--- config.mk ---
export PLATFORM = sky130hd
export DESIGN_NAME = bcd_score_counter
export DESIGN_NICKNAME = d
export VERILOG_FILES = /design/src/rtl/bcd_score_counter_pkg.sv /design/src/rtl/bcd_score_counter_button_conditioner.sv /design/src/rtl/bcd_score_counter.sv
export SDC_FILE = /design/constraint.sdc
export NUM_CORES = 1
export LEC_CHECK = 0
export CAP_MARGIN = 20
export CORE_ASPECT_RATIO = 0.5
export CORE_MARGIN = 5
export CORE_UTILIZATION = 50
export DETAILED_ROUTE_END_ITERATION = 7
export GPL_ROUTABILITY_DRIVEN = 1
export PLACE_DENSITY = 0.68
export SLEW_MARGIN = 20
export SYNTH_ARGS = -nofsm -noshare
export SYNTH_HDL_FRONTEND = slang
export SYNTH_HIERARCHICAL = 1
export SYNTH_SLANG_ARGS = --single-unit
--- constraint.sdc ---
create_clock -name clk -period 3.1 [get_ports clk]
set_input_delay 0.31 -clock clk [delete_from_list [all_inputs] [get_ports clk]]
set_output_delay 0.31 -clock clk [all_outputs]
set_load 0.01 [all_outputs]
--- src/rtl/bcd_score_counter_pkg.sv ---
// Shared definitions for the two-digit BCD score counter.
package bcd_score_counter_pkg;

  localparam logic [3:0] BCD_MIN = 4'd0;
  localparam logic [3:0] BCD_MAX = 4'd9;

  // Two-digit BCD value, tens in the upper nibble.
  typedef struct packed {
    logic [3:0] tens;
    logic [3:0] ones;
  } bcd2_t;

  // Action selected from the three press pulses in one cycle.
  typedef enum logic [1:0] {
    ACT_NONE = 2'd0,
    ACT_INC  = 2'd1,
    ACT_DEC  = 2'd2,
    ACT_CLR  = 2'd3
  } act_e;

  // Stability counter width: $clog2 of the debounce length, never below 1 bit.
  function automatic int unsigned cnt_width(input int unsigned cycles);
    return (cycles < 3) ? 1 : $clog2(cycles);
  endfunction

endpackage

--- src/rtl/bcd_score_counter_button_conditioner.sv ---
// Synchroniser, debouncer and rising-edge press pulse for one raw button.
module button_conditioner
  import bcd_score_counter_pkg::*;
#(
  parameter int unsigned DEBOUNCE_CYCLES = 1000000
) (
  input  logic clk,
  input  logic rst_n,
  input  logic btn,
  output logic press
);

  localparam int unsigned CNT_W = cnt_width(DEBOUNCE_CYCLES);
  localparam logic [CNT_W-1:0] CNT_LAST = CNT_W'(DEBOUNCE_CYCLES - 1);

  logic [1:0]       sync;
  logic             level;
  logic             level_q;
  logic [CNT_W-1:0] stable_cnt;

  // Two-flop synchroniser for the asynchronous button input.
  always_ff @(posedge clk or negedge rst_n) begin
    if (!rst_n) begin
      sync <= 2'b00;
    end else begin
      sync <= {sync[0], btn};
    end
  end

  // Accept a new level only after it has differed for DEBOUNCE_CYCLES cycles.
  always_ff @(posedge clk or negedge rst_n) begin
    if (!rst_n) begin
      level      <= 1'b0;
      stable_cnt <= '0;
    end else if (sync[1] == level) begin
      stable_cnt <= '0;
    end else if (stable_cnt == CNT_LAST) begin
      level      <= sync[1];
      stable_cnt <= '0;
    end else begin
      stable_cnt <= stable_cnt + CNT_W'(1);
    end
  end

  // One-cycle registered pulse on the debounced rising edge.
  always_ff @(posedge clk or negedge rst_n) begin
    if (!rst_n) begin
      level_q <= 1'b0;
      press   <= 1'b0;
    end else begin
      level_q <= level;
      press   <= level & ~level_q;
    end
  end

endmodule

--- src/rtl/bcd_score_counter.sv ---
// Two-digit BCD up/down score counter driven by three debounced push-buttons.
module bcd_score_counter
  import bcd_score_counter_pkg::*;
#(
  parameter int unsigned DEBOUNCE_CYCLES = 1000000,
  parameter bit          WRAP            = 1'b1
) (
  input  logic       clk,
  input  logic       rst_n,
  input  logic       btn_up,
  input  logic       btn_down,
  input  logic       btn_clear,
  output logic [3:0] Disp_1,
  output logic [3:0] Disp_2,
  output logic       rollover
);

  logic  press_up;
  logic  press_down;
  logic  press_clear;
  act_e  act;
  bcd2_t count_q;
  bcd2_t count_nxt;
  logic  wrap_hit;

  button_conditioner #(.DEBOUNCE_CYCLES(DEBOUNCE_CYCLES)) u_cond_up (
    .clk   (clk),
    .rst_n (rst_n),
    .btn   (btn_up),
    .press (press_up)
  );

  button_conditioner #(.DEBOUNCE_CYCLES(DEBOUNCE_CYCLES)) u_cond_down (
    .clk   (clk),
    .rst_n (rst_n),
    .btn   (btn_down),
    .press (press_down)
  );

  button_conditioner #(.DEBOUNCE_CYCLES(DEBOUNCE_CYCLES)) u_cond_clear (
    .clk   (clk),
    .rst_n (rst_n),
    .btn   (btn_clear),
    .press (press_clear)
  );

  // Clear wins; simultaneous up and down cancel each other.
  always_comb begin
    act = ACT_NONE;
    if (press_clear) begin
      act = ACT_CLR;
    end else if (press_up && !press_down) begin
      act = ACT_INC;
    end else if (press_down && !press_up) begin
      act = ACT_DEC;
    end
  end

  // BCD increment/decrement with carry/borrow, wrap or saturate at the ends.
  always_comb begin
    count_nxt = count_q;
    wrap_hit  = 1'b0;
    case (act)
      ACT_CLR: begin
        count_nxt = '{tens: BCD_MIN, ones: BCD_MIN};
      end
      ACT_INC: begin
        if (count_q.ones != BCD_MAX) begin
          count_nxt.ones = count_q.ones + 4'd1;
        end else if (count_q.tens != BCD_MAX) begin
          count_nxt.ones = BCD_MIN;
          count_nxt.tens = count_q.tens + 4'd1;
        end else if (WRAP) begin
          count_nxt = '{tens: BCD_MIN, ones: BCD_MIN};
          wrap_hit  = 1'b1;
        end
      end
      ACT_DEC: begin
        if (count_q.ones != BCD_MIN) begin
          count_nxt.ones = count_q.ones - 4'd1;
        end else if (count_q.tens != BCD_MIN) begin
          count_nxt.ones = BCD_MAX;
          count_nxt.tens = count_q.tens - 4'd1;
        end else if (WRAP) begin
          count_nxt = '{tens: BCD_MAX, ones: BCD_MAX};
          wrap_hit  = 1'b1;
        end
      end
      default: begin
        count_nxt = count_q;
      end
    endcase
  end

  // Registered count and rollover pulse aligned with the wrapped value.
  always_ff @(posedge clk or negedge rst_n) begin
    if (!rst_n) begin
      count_q  <= '{tens: BCD_MIN, ones: BCD_MIN};
      rollover <= 1'b0;
    end else begin
      count_q  <= count_nxt;
      rollover <= wrap_hit;
    end
  end

  assign Disp_1 = count_q.ones;
  assign Disp_2 = count_q.tens;

endmodule

# [Word-level counts from Yosys, hierarchy flattened]
# Index checks and enable logic that the tools add are counted.
[totals] register_bits=84 inputBits=5 out_inout_bits=9
[op_classes] add_sub_neg=7 eq_ne=13 mux=21 bitwise_logic=9 n_reduce_logical=11
[ops] op="2-to-1 mux 20 bit" count=6
[ops] op="adder 20 x 1 -> 20 bit (second input constant)" count=3
[ops] op="== test 20 bit (second input constant)" count=3
[ops] op="case mux 8 bit (3 select lines)" count=1
[ops] op="2-to-1 mux 4 bit" count=4
[ops] op="2-to-1 mux 8 bit" count=2
[ops] op="adder 4 x 1 -> 4 bit (second input constant)" count=2
[ops] op="!= test 4 bit (second input constant)" count=2
[ops] op="nonzero test 4 bit" count=2
[ops] op="subtractor 4 x 1 -> 4 bit (second input constant)" count=2
[ops] op="2-to-1 mux 2 bit" count=3
[ops] op="inverter 1 bit" count=6
[ops] op="AND reduction 2 bit" count=3
[ops] op="== test 2 bit (second input constant)" count=2
[ops] op="2-to-1 mux 1 bit" count=4
[ops] op="!= test 2 bit (second input constant)" count=2
[ops] op="bitwise AND 1 bit" count=3
[ops] op="== test 1 bit" count=3
[ops] op="AND reduction 3 bit" count=1
[ops] op="nonzero test 3 bit" count=1
[ops] op="== test 2 x 1 -> 1 bit (second input constant)" count=1
[ops] op="logical AND 1 bit" count=2
[ops] op="logical NOT 1 bit" count=2
[ops] op="case mux 1 bit (2 select lines)" count=1

# [Longest topological paths before layout]
# Gate-level depths: netlist of the first run.
[depth] word_depth=8 mapped_depth=9 depth_no_buf=8

# [Hierarchy]
# Netlist of the first run, hierarchy kept.
[by_module_without_submodules] module="button_conditioner" instances=3 cells_each=111 area_each_um2=1171.1 seq_area_each_um2=625.6
[by_module_without_submodules] module="bcd_score_counter" instances=1 cells_each=103 area_each_um2=845.8 seq_area_each_um2=225.2

# [Worst setup path before layout of the first run]
# Ideal clock, no wire load.
[synth_path] path_type="reg-to-reg" startpoint="reg count_q, in the netlist Disp_1[0]" endpoint="reg count_q, in the netlist Disp_2[0]" setup_time_ns=0.083 arrival_ns=1.901 required_ns=3.017 path_slack_ns=1.116 stages_incl_launch_ff=7 n_path_buf=0 period_less_slack_ns=1.984 path_cell_list="dfrtp_1 -> inv_1 -> ha_1 -> or3b_4 -> a221o_2 -> a211o_1 -> o21ai_0"
[synth_between] elab_chain_len=3 word_cells_on_any_way=5 classes_between="eq/ne: 3; reduce/logical: 2"
[synth_lines] element="start, declared" line_no="bcd_score_counter.sv:22" source="bcd2_t count_q;"
[synth_lines] element="start signal, assigned" line_no="bcd_score_counter.sv:98" source="count_q <= '{tens: BCD_MIN, ones: BCD_MIN};"
[synth_lines] element="start signal, assigned" line_no="bcd_score_counter.sv:101" source="count_q <= count_nxt;"
[synth_lines] element="!= test 4 bit / nonzero test 4 bit (equally long branches)" line_no="bcd_score_counter.sv:68, bcd_score_counter.sv:79"
[synth_lines] element="!= test 2 bit (no line)"
[synth_lines] element="AND reduction 3 bit (no line) (*)"
# Every way passes the cells marked *; elsewhere a longest branch is shown, timed or not.
# A chain may end at the register's enable or synchronous reset.

# [Worst setup path in the final report of the first run]
# Same ends and word-level chain as after synthesis.

==> results.py, run 1 <==
metrics = {
    "clock_network": {
        "cts_setup_buffers": 0,
        "post_cts_resized": 0,
        "clock_latency_ns": 0.33,
        "cts_root_buf": "clkbuf_16",
        "cts_tree": "built",
        "cts_buffers": 9,
        "htreeDepth": 3,
        "clk_pin_slew_ns": 0.06,
        "cts_hold_buf": 1,
        "clock_path_buffers": 2,
        "clock_sinks": 84,
    },
    "final_layout": {
        "syn_to_final_growth_pct": 11.5,
        "layout.cells.non_filler": 574,
        "postLayoutCellArea_sq_um": 4860,
        "fill_cells": 764,
        "multi_input_area_sq_um": 2120,
        "fin_nets": 470,
        "drive_gt1_frac": 0.0766,
        "seq_area_sq_um": 2100,
        "n_antenna_cell": 0,
    },
    "placed_design": {
        "port_buffers": 13,
        "place_inst": 558,
        "hpwl_microns": 5090,
        "place_ws_ns": 1.02,
        "gp_congestion": 0.815,
        "post_dp_cell_area_sq_um": 4600,
    },
    "synthesis": {
        "synth-async-reset-ratio": 1.00,
        "yosysUniqueCellTypes": 51,
        "synthesis.nets": 453,
        "synth-seq-cells": 84,
        "synth-edff-count": 0,
        "yosysWarnings": 6,
        "avgSynthCellArea_sq_um": 10.0,
        "synth_area_sq_um": 4360,
        "synth_seq_area_share": 0.482,
        "synth-main-ff-cell": "dfrtp_1",
        "syn_inst": 436,
    },
    "worst_setup_path": {
        "path_max_fanout": 9,
        "critPathArrivalTime_ns": 2.35,
        "critical_path_class": "reg2reg",
        "worstPathRequired_ns": 3.35,
        "regToRegSetupSlack_ns": 1.00,
        "setup.worst_path.end_class": "flip-flop",
        "cp-start-kind": "flip-flop",
    },
    "power_and_ir_drop": {
        "p_leak_nw": 1.99,
        "peakVddDrop_mv": 0.290,
        "power_density_nw_per_um2": 433,
    },
    "route": {
        "firstDrtPassIters": 4,
        "antenna_left": 0,
        "drt-met1-wl_microns": 3920,
        "drc": 0,
        "dr_wl_met3_microns": 255,
        "routedWlPerCell_microns": 12.9,
        "drtIter0Drc": 263,
        "routed_wl_microns": 7410,
        "highest_layer": "met4",
        "routed_via_density": 5.33,
        "num_vias": 3059,
        "wl_met2_microns": 3150,
    },
    "timing": {
        "max_slew_margin": 0.508,
        "finalCriticalPeriod_ns": 2.10,
        "skew_ns": 0.00513,
        "fin_ws_ns": 1.00,
        "whs_ns": 0.345,
        "setup_violations": 0,
        "grt_setup_unrepaired": "no",
        "fin_setup_tns_ns": 0,
        "period_share": 0.676,
        "worst_pin_slew_ns": 0.739,
        "slew_viol_final": 0,
        "fmax_ghz": 0.477,
        "hold_viol_final": 0,
    },
    "floorplanning": {
        "fp.dieH_microns": 76.0,
        "io_pins": 14,
        "die_w_microns": 142,
        "coreArea_sq_um": 8590,
        "initial_core_util": 0.508,
        "fp-row-count": 24,
        "dieArea_sq_um": 10800,
    },
    "grt": {
        "grt_pass1_vias": 2977,
        "grt_pass1_wl_microns": 13500,
        "grt-ovfl-total": 0,
        "track_usage": 0.151,
        "grt_max_degree": 44,
        "antenna_found_initial": 0,
    },
    "run": {
        "maxCapViolations": 0,
    },
    "status": {
        "outcome": "complete, no violations",
    },
    "min_path": {
        "hold_path_class": "reg2reg",
    },
}
-- flip-flops by register name, summed over array words and instances (netlist names), 2 cells and up --
signal	count
Disp_2	4
u_cond_up/stable_cnt	20
u_cond_up/sync	2
u_cond_clear/sync	2
u_cond_clear/stable_cnt	20
u_cond_down/stable_cnt	20
Disp_1	4
u_cond_down/sync	2
-- cell usage after synthesis (6+ instances only) --
master / n / area share
xnor2_1: 33 / 0.066
nand3_1: 20 / 0.023
nor2_1: 65 / 0.056
and4_1: 6 / 0.012
ha_1: 12 / 0.034
dfrtp_1: 84 / 0.48
clkbuf_1: 6 / 0.0052
nand2_1: 27 / 0.023
a21oi_1: 11 / 0.013
mux2i_1: 7 / 0.016
nor4b_1: 6 / 0.012
inv_1: 23 / 0.020
nand4_1: 10 / 0.014
nor4_1: 12 / 0.017
xor2_1: 15 / 0.030
or3_1: 6 / 0.0086
nor3_1: 16 / 0.018
o21ai_0: 11 / 0.013
-- metrics by stage --
step           utilization  power [mW]
3_5_place_dp         0.536        1.20
3_3_place_gp         0.536        1.20
5_1_grt              0.566        2.20
6_report             0.566        2.10
2_1_floorplan            -        1.17
4_1_cts              0.566        2.14
-- path summary, 6_finish.rpt --
kind / depth (start not counted) / end / startpoint
max: 6 / Disp_2[0]$_DFFE_PN0P_ / Disp_1[0]$_DFFE_PN0P_
min: 0 / u_cond_up/sync[1]$_DFF_PN0_ / u_cond_up/sync[0]$_DFF_PN0_
max reg2reg: 6 / Disp_2[0]$_DFFE_PN0P_ / Disp_1[0]$_DFFE_PN0P_
min reg2reg: 0 / u_cond_up/sync[1]$_DFF_PN0_ / u_cond_up/sync[0]$_DFF_PN0_
max in group asynchronous: 3 / Disp_2[1]$_DFFE_PN0P_ / rst_n
min in group asynchronous: 2 / u_cond_up/stable_cnt[5]$_DFF_PN0_ / rst_n
-- layout make-up --
class                      instances  share of cell area
sequential                        84               0.432
tap                              117              0.0301
clock inverter                     3             0.00309
inverter                          23              0.0178
timing repair buffer              16              0.0314
multi-input combinational        319               0.437
clock buffer                      12              0.0486
-- cell families after synthesis --
logic type                 share of synthesized area
and+or+nand+nor                                0.255
DFF                                            0.482
xor gates and xnor gates                      0.0964
AOI/OAI and AO/OA                             0.0741
buffers and inverters                         0.0310
adders and majority gates                     0.0344
muxes                                         0.0264
-- cell usage in the layout, fill, tap and decap left out, types with 7 or more instances in the layout --
master | synthesis | final
dfrtp_1 | 84 | 84
nor2_1 | 65 | 65
xnor2_1 | 33 | 33
nand2_1 | 27 | 27
inv_1 | 23 | 23
nand3_1 | 20 | 20
nor3_1 | 16 | 16
xor2_1 | 15 | 15
ha_1 | 12 | 12
clkdlybuf4s50_1 | 0 | 12
nor4_1 | 12 | 12
a21oi_1 | 11 | 11
o21ai_0 | 11 | 11
nand4_1 | 10 | 10
clkbuf_16 | 0 | 9
mux2i_1 | 7 | 7
-- routing by layer --
layer / global-route usage / vias up
met5: 0 / -
met4: 0.0412 / 0
met3: 0.0476 / 10
met2: 0.221 / 32
met1: 0.218 / 1449
li1: - / 1568
-- critical path, stage by stage, from the launching register on --
cell,delay (ns)
dfrtp_1,0.46
inv_1,0.13
ha_1,0.24
or3b_4,0.42
a221o_2,0.46
a211o_1,0.24
o21ai_0,0.06
-- where the power goes --
part / total, mW / switching (mW) / internal (mW)
combinational: 0.0591 / 0.0414 / 0.0177
sequential: 1.12 / 0.0129 / 1.11
clock: 0.922 / 0.389 / 0.534
Note: power is estimated with default switching activity, not from simulation.
==> inputs of run 2 (changes only) <==
clock period = 2 ns   (was 3.1 ns; I/O delays follow)
==> run 2 against run 1 <==
  * Via count rose by 3.3%
  * Non-clock buffer count rose by 23
  * First-iteration DRC count down 15%
  * Cell area increased by 5.6%
  * Critical path type unchanged
  * Largest power group is now clock
  * Highest routed layer unchanged
==> results.py, run 2 (same netlist as run 1, synthesis figures left out) <==
metrics = {
    "power_and_ir_drop": {
        "power_density_nw_per_um2": 714,
        "p_total_mw": 3.67,
        "peakVddDrop_mv": 0.510,
        "p_leak_nw": 2.14,
    },
    "clock_network": {
        "clock_sinks": 84,
        "clock_latency_ns": 0.33,
        "htreeDepth": 3,
        "clock_path_buffers": 2,
        "cts_tree": "built",
        "cts_buffers": 9,
        "cts_root_buf": "clkbuf_16",
        "clk_pin_slew_ns": 0.06,
    },
    "route": {
        "routed_via_density": 5.28,
        "wl_met2_microns": 3590,
        "drtIter0Drc": 224,
        "drt-met1-wl_microns": 4160,
        "routedWlPerCell_microns": 13.3,
        "antenna_left": 0,
        "dr_wl_met3_microns": 192,
        "routed_wl_microns": 7960,
        "drc": 0,
        "firstDrtPassIters": 5,
        "highest_layer": "met4",
        "num_vias": 3160,
    },
    "timing": {
        "whs_ns": 0.309,
        "skew_ns": 0.00369,
        "period_share": 0.939,
        "fin_setup_tns_ns": 0,
        "fmax_ghz": 0.532,
        "setup_violations": 0,
        "max_slew_margin": 0.669,
        "grt_setup_unrepaired": "yes",
        "slew_viol_final": 0,
        "worst_pin_slew_ns": 0.492,
        "finalCriticalPeriod_ns": 1.88,
        "hold_viol_final": 0,
    },
    "min_path": {
        "hold_path_class": "in2reg",
    },
    "final_layout": {
        "n_antenna_cell": 0,
        "final_common_cell": "dfrtp_1",
        "layout_common_cells": "dfrtp_1, nor2_1, xnor2_1",
        "syn_to_final_growth_pct": 17.7,
        "fill_cells": 753,
        "fin_nets": 493,
        "postLayoutCellArea_sq_um": 5130,
        "reg_top3": "u_cond_clear/stable_cnt x20, u_cond_down/stable_cnt x20, u_cond_up/stable_cnt x20",
        "drive_gt1_frac": 0.127,
    },
    "grt": {
        "antenna_found_initial": 0,
        "grt-ovfl-total": 0,
        "grt_pass1_vias": 3161,
        "grt_pass1_wl_microns": 14600,
        "grt_max_degree": 37,
        "track_usage": 0.162,
    },
    "worst_setup_path": {
        "setup.worst_path.end_class": "flip-flop",
        "critPathArrivalTime_ns": 2.13,
        "cp-start-kind": "flip-flop",
        "worstPathRequired_ns": 2.25,
        "path_max_fanout": 8,
        "critical_path_class": "reg2reg",
    },
    "placed_design": {
        "hpwl_microns": 5610,
        "gp_congestion": 0.870,
        "post_dp_cell_area_sq_um": 4780,
        "port_buffers": 13,
    },
    "floorplanning": {
        "fp.dieH_microns": 76.0,
        "coreArea_sq_um": 8590,
        "fp-row-count": 24,
        "dieArea_sq_um": 10800,
        "initial_core_util": 0.508,
        "io_pins": 14,
        "die_w_microns": 142,
    },
    "status": {
        "outcome": "complete, no violations",
    },
    "run": {
        "maxCapViolations": 0,
    },
}
## run 2: worst max-delay path, cell delays in order (launching register included)
cell and delay [ns]:
dfrtp_1 0.38, inv_1 0.10, ha_1 0.17, or3b_4 0.40, a221o_2 0.46, a211o_1 0.23
o21ai_0 0.06
## run 2: final cells by class
class / count / area, sq um / share of cell area
Inverter: 23 / 86.3 / 0.0168
Clock buffer: 13 / 270 / 0.0527
Tap cell: 117 / 146 / 0.0285
Timing Repair Buffer: 39 / 338 / 0.0658
Multi-Input combinational cell: 319 / 2120 / 0.413
Sequential cell: 84 / 2100 / 0.410
Clock inverter: 3 / 67.6 / 0.0132
## run 2: per-stage QoR
stage                     setup slack, ns  cells  utilization
final                               0.122    598        0.598
after floorplan                    0.0164    436            -
after detailed placement            0.129    581        0.557
after global placement              0.175    581        0.557
after CTS                           0.114    598        0.598
after global routing             -0.00181    598        0.598
## run 2: power breakdown
part           total, mW  leakage, nW  switching [mW]  internal [mW]
Sequential          1.74         1.15          0.0212           1.72
Combinational      0.102        0.824          0.0664         0.0354
Clock               1.82        0.162           0.626           1.20
Total               3.67         2.14           0.713           2.95
## run 2: path summary, 6_finish.rpt
| kind | startpoint | to | slack, ns | cells after the start |
|---|---|---|---|---|
| max in group asynchronous | rst_n | u_cond_clear/stable_cnt[9]$_DFF_PN0_ | 1.06 | 3 |
| min in group asynchronous | rst_n | u_cond_up/stable_cnt[4]$_DFF_PN0_ | 0.36 | 2 |
| min reg2reg | u_cond_up/sync[0]$_DFF_PN0_ | u_cond_up/sync[1]$_DFF_PN0_ | 0.36 | 0 |
| min | btn_down | u_cond_down/sync[0]$_DFF_PN0_ | 0.31 | 1 |
| max | Disp_1[0]$_DFFE_PN0P_ | Disp_2[0]$_DFFE_PN0P_ | 0.12 | 6 |
| max reg2reg | Disp_1[0]$_DFFE_PN0P_ | Disp_2[0]$_DFFE_PN0P_ | 0.12 | 6 |
## run 2: metal layers
metal | up-vias | GRT usage
met5 | - | 0
met1 | 1515 | 0.233
met2 | 30 | 0.242
li1 | 1613 | -
met3 | 2 | 0.0420
met4 | 0 | 0.0460
## run 2: repair_timing
item                                    4_1_cts  5_1_grt
hold buffers                                  1        0
resized for setup                             0        0
endpoints found under the setup margin        0        1
setup buffers                                 0        0
hold endpoints to repair                     32        0
==> inputs of run 3 (changes only) <==
CORE_MARGIN = 2   (was 5)
==> run 3 against run 2 <==
  * First-iteration DRC count down 2.7%
  * Sequential power about the same
  * Die area down 12%
  * Combinational power about the same
  * Clock-buffer cell count down 2
  * Cell area down 0.73%
  * Sequential share of layout area up 0.30 points
  * Setup slack worse by 0.015 ns
  * Register-to-register slack worse by 0.02 ns
  * Clock skew up 0.0028 ns
  * Via count up 0.44%
  * Clock power down 9%
  * Critical path type unchanged
  * Largest power group is now registers
==> results.py, run 3 (same netlist as run 1, synthesis figures left out) <==
metrics = {
    "final_layout": {
        "reg_top3": "u_cond_clear/stable_cnt x20, u_cond_down/stable_cnt x20, u_cond_up/stable_cnt x20",
        "drive_gt1_frac": 0.127,
        "postLayoutCellArea_sq_um": 5090,
        "layout_common_cells": "dfrtp_1, nor2_1, xnor2_1",
        "n_antenna_cell": 0,
        "final_common_cell": "dfrtp_1",
        "fin_nets": 492,
        "syn_to_final_growth_pct": 16.9,
    },
    "route": {
        "drtIter0Drc": 218,
        "routed_wl_microns": 7790,
        "num_vias": 3174,
        "routed_via_density": 5.32,
        "drc": 0,
        "antenna_left": 0,
        "firstDrtPassIters": 4,
        "routedWlPerCell_microns": 13.1,
    },
    "floorplanning": {
        "dieArea_sq_um": 9530,
        "fp.dieH_microns": 70.0,
        "io_pins": 14,
        "die_w_microns": 136,
        "initial_core_util": 0.508,
        "coreArea_sq_um": 8590,
        "fp-row-count": 24,
    },
    "power_and_ir_drop": {
        "p_leak_nw": 2.11,
        "power_density_nw_per_um2": 688,
        "peakVddDrop_mv": 0.378,
        "p_total_mw": 3.50,
    },
    "worst_setup_path": {
        "critical_path_class": "reg2reg",
        "worst_r2r_path_depth": 6,
        "reg2reg_from": "Disp_1[1]$_DFFE_PN0P_",
        "regToRegSetupSlack_ns": 0.11,
        "r2r-end": "Disp_2[0]$_DFFE_PN0P_",
        "critPathArrivalTime_ns": 2.14,
        "worstPathRequired_ns": 2.25,
        "setup.worst_path.end_class": "flip-flop",
        "crit_start": "Disp_1[1]$_DFFE_PN0P_",
        "cp-start-kind": "flip-flop",
        "path_max_fanout": 8,
    },
    "timing": {
        "hold_viol_final": 0,
        "finalCriticalPeriod_ns": 1.89,
        "slew_viol_final": 0,
        "skew_ns": 0.00652,
        "setup_violations": 0,
        "fmax_ghz": 0.528,
        "max_slew_margin": 0.645,
        "grt_setup_unrepaired": "no",
        "worst_pin_slew_ns": 0.528,
        "fin_setup_tns_ns": 0,
        "period_share": 0.947,
    },
    "placed_design": {
        "port_buffers": 13,
        "hpwl_microns": 5420,
        "gp_congestion": 0.864,
        "post_dp_cell_area_sq_um": 4780,
    },
    "clock_network": {
        "clock_sinks": 84,
        "cts_buffers": 9,
        "htreeDepth": 3,
        "cts_setup_buffers": 0,
        "clock_latency_ns": 0.34,
        "cts_tree": "built",
        "cts_root_buf": "clkbuf_16",
        "clock_path_buffers": 2,
        "clk_pin_slew_ns": 0.06,
    },
    "grt": {
        "grt_pass1_vias": 2877,
        "grt-ovfl-total": 0,
        "antenna_found_initial": 0,
        "grt_pass1_wl_microns": 13500,
        "track_usage": 0.176,
        "grt_max_degree": 63,
    },
    "run": {
        "maxCapViolations": 0,
    },
    "min_path": {
        "min-delay-start": "btn_up",
        "hold_depth": 1,
        "hold_path_class": "in2reg",
        "whs_endpoint": "u_cond_up/sync[0]$_DFF_PN0_",
    },
    "status": {
        "outcome": "complete, no violations",
    },
}
-- run 3: repair_timing --
item                                    4_1_cts  5_1_grt
endpoints found under the setup margin        0        1
endpoints found under the hold margin        22        0
hold buffers                                  1        0
gates resized for setup                       0        2
-- run 3: layout make-up --
type                    instances  area [sq um]
fillers                       751          3490
flip-flops and latches         84          2100
inverters                      23          86.3
repair buffers                 38           330
clock inverters                 5          61.3
well taps                     117           146
clock buffers                  11           243
multi-input cells             319          2130
-- run 3: worst max-delay path, cell delays in order, from the launching register on --
cell	delay, ns
dfrtp_1	0.37
inv_1	0.10
ha_1	0.17
or3b_4	0.40
a221o_2	0.47
a211o_1	0.23
o21ai_0	0.07
-- run 3: metrics by stage --
| stage | hold WS (ns) | utilization | worst slack, ns | instances |
|---|---|---|---|---|
| floorplan | -0.0956 | - | 0.0164 | 436 |
| global placement | 0.111 | 0.556 | 0.176 | 580 |
| detailed placement | 0.120 | 0.556 | 0.131 | 580 |
| CTS | 0.286 | 0.593 | 0.114 | 597 |
| global route | 0.302 | 0.593 | 0.0183 | 597 |
| finish | 0.299 | 0.593 | 0.107 | 597 |
-- run 3: where the power goes --
group | internal, mW | switching, mW | total [mW]
registers | 1.72 | 0.0204 | 1.74
clock network | 1.00 | 0.659 | 1.66
logic | 0.0353 | 0.0660 | 0.101
-- run 3: metal layers --
metal  vias up  global-route usage  wire [microns]
met2        28               0.253            3380
li1       1612                   -               -
met1      1526               0.266            4140
met3         8              0.0458             204
met4         0              0.0417              70
met5         -                   0               0
-- run 3: worst max-delay path by stage --
stage	to	slack, ns	cells past startpoint
floorplan	Disp_2[0]$_DFFE_PN0P_	0.02	6
global placement	Disp_2[0]$_DFFE_PN0P_	0.18	6
detailed placement	Disp_2[0]$_DFFE_PN0P_	0.13	6
CTS	Disp_2[0]$_DFFE_PN0P_	0.11	6
global route	Disp_2[0]$_DFFE_PN0P_	0.02	6
finish	Disp_2[0]$_DFFE_PN0P_	0.11	6
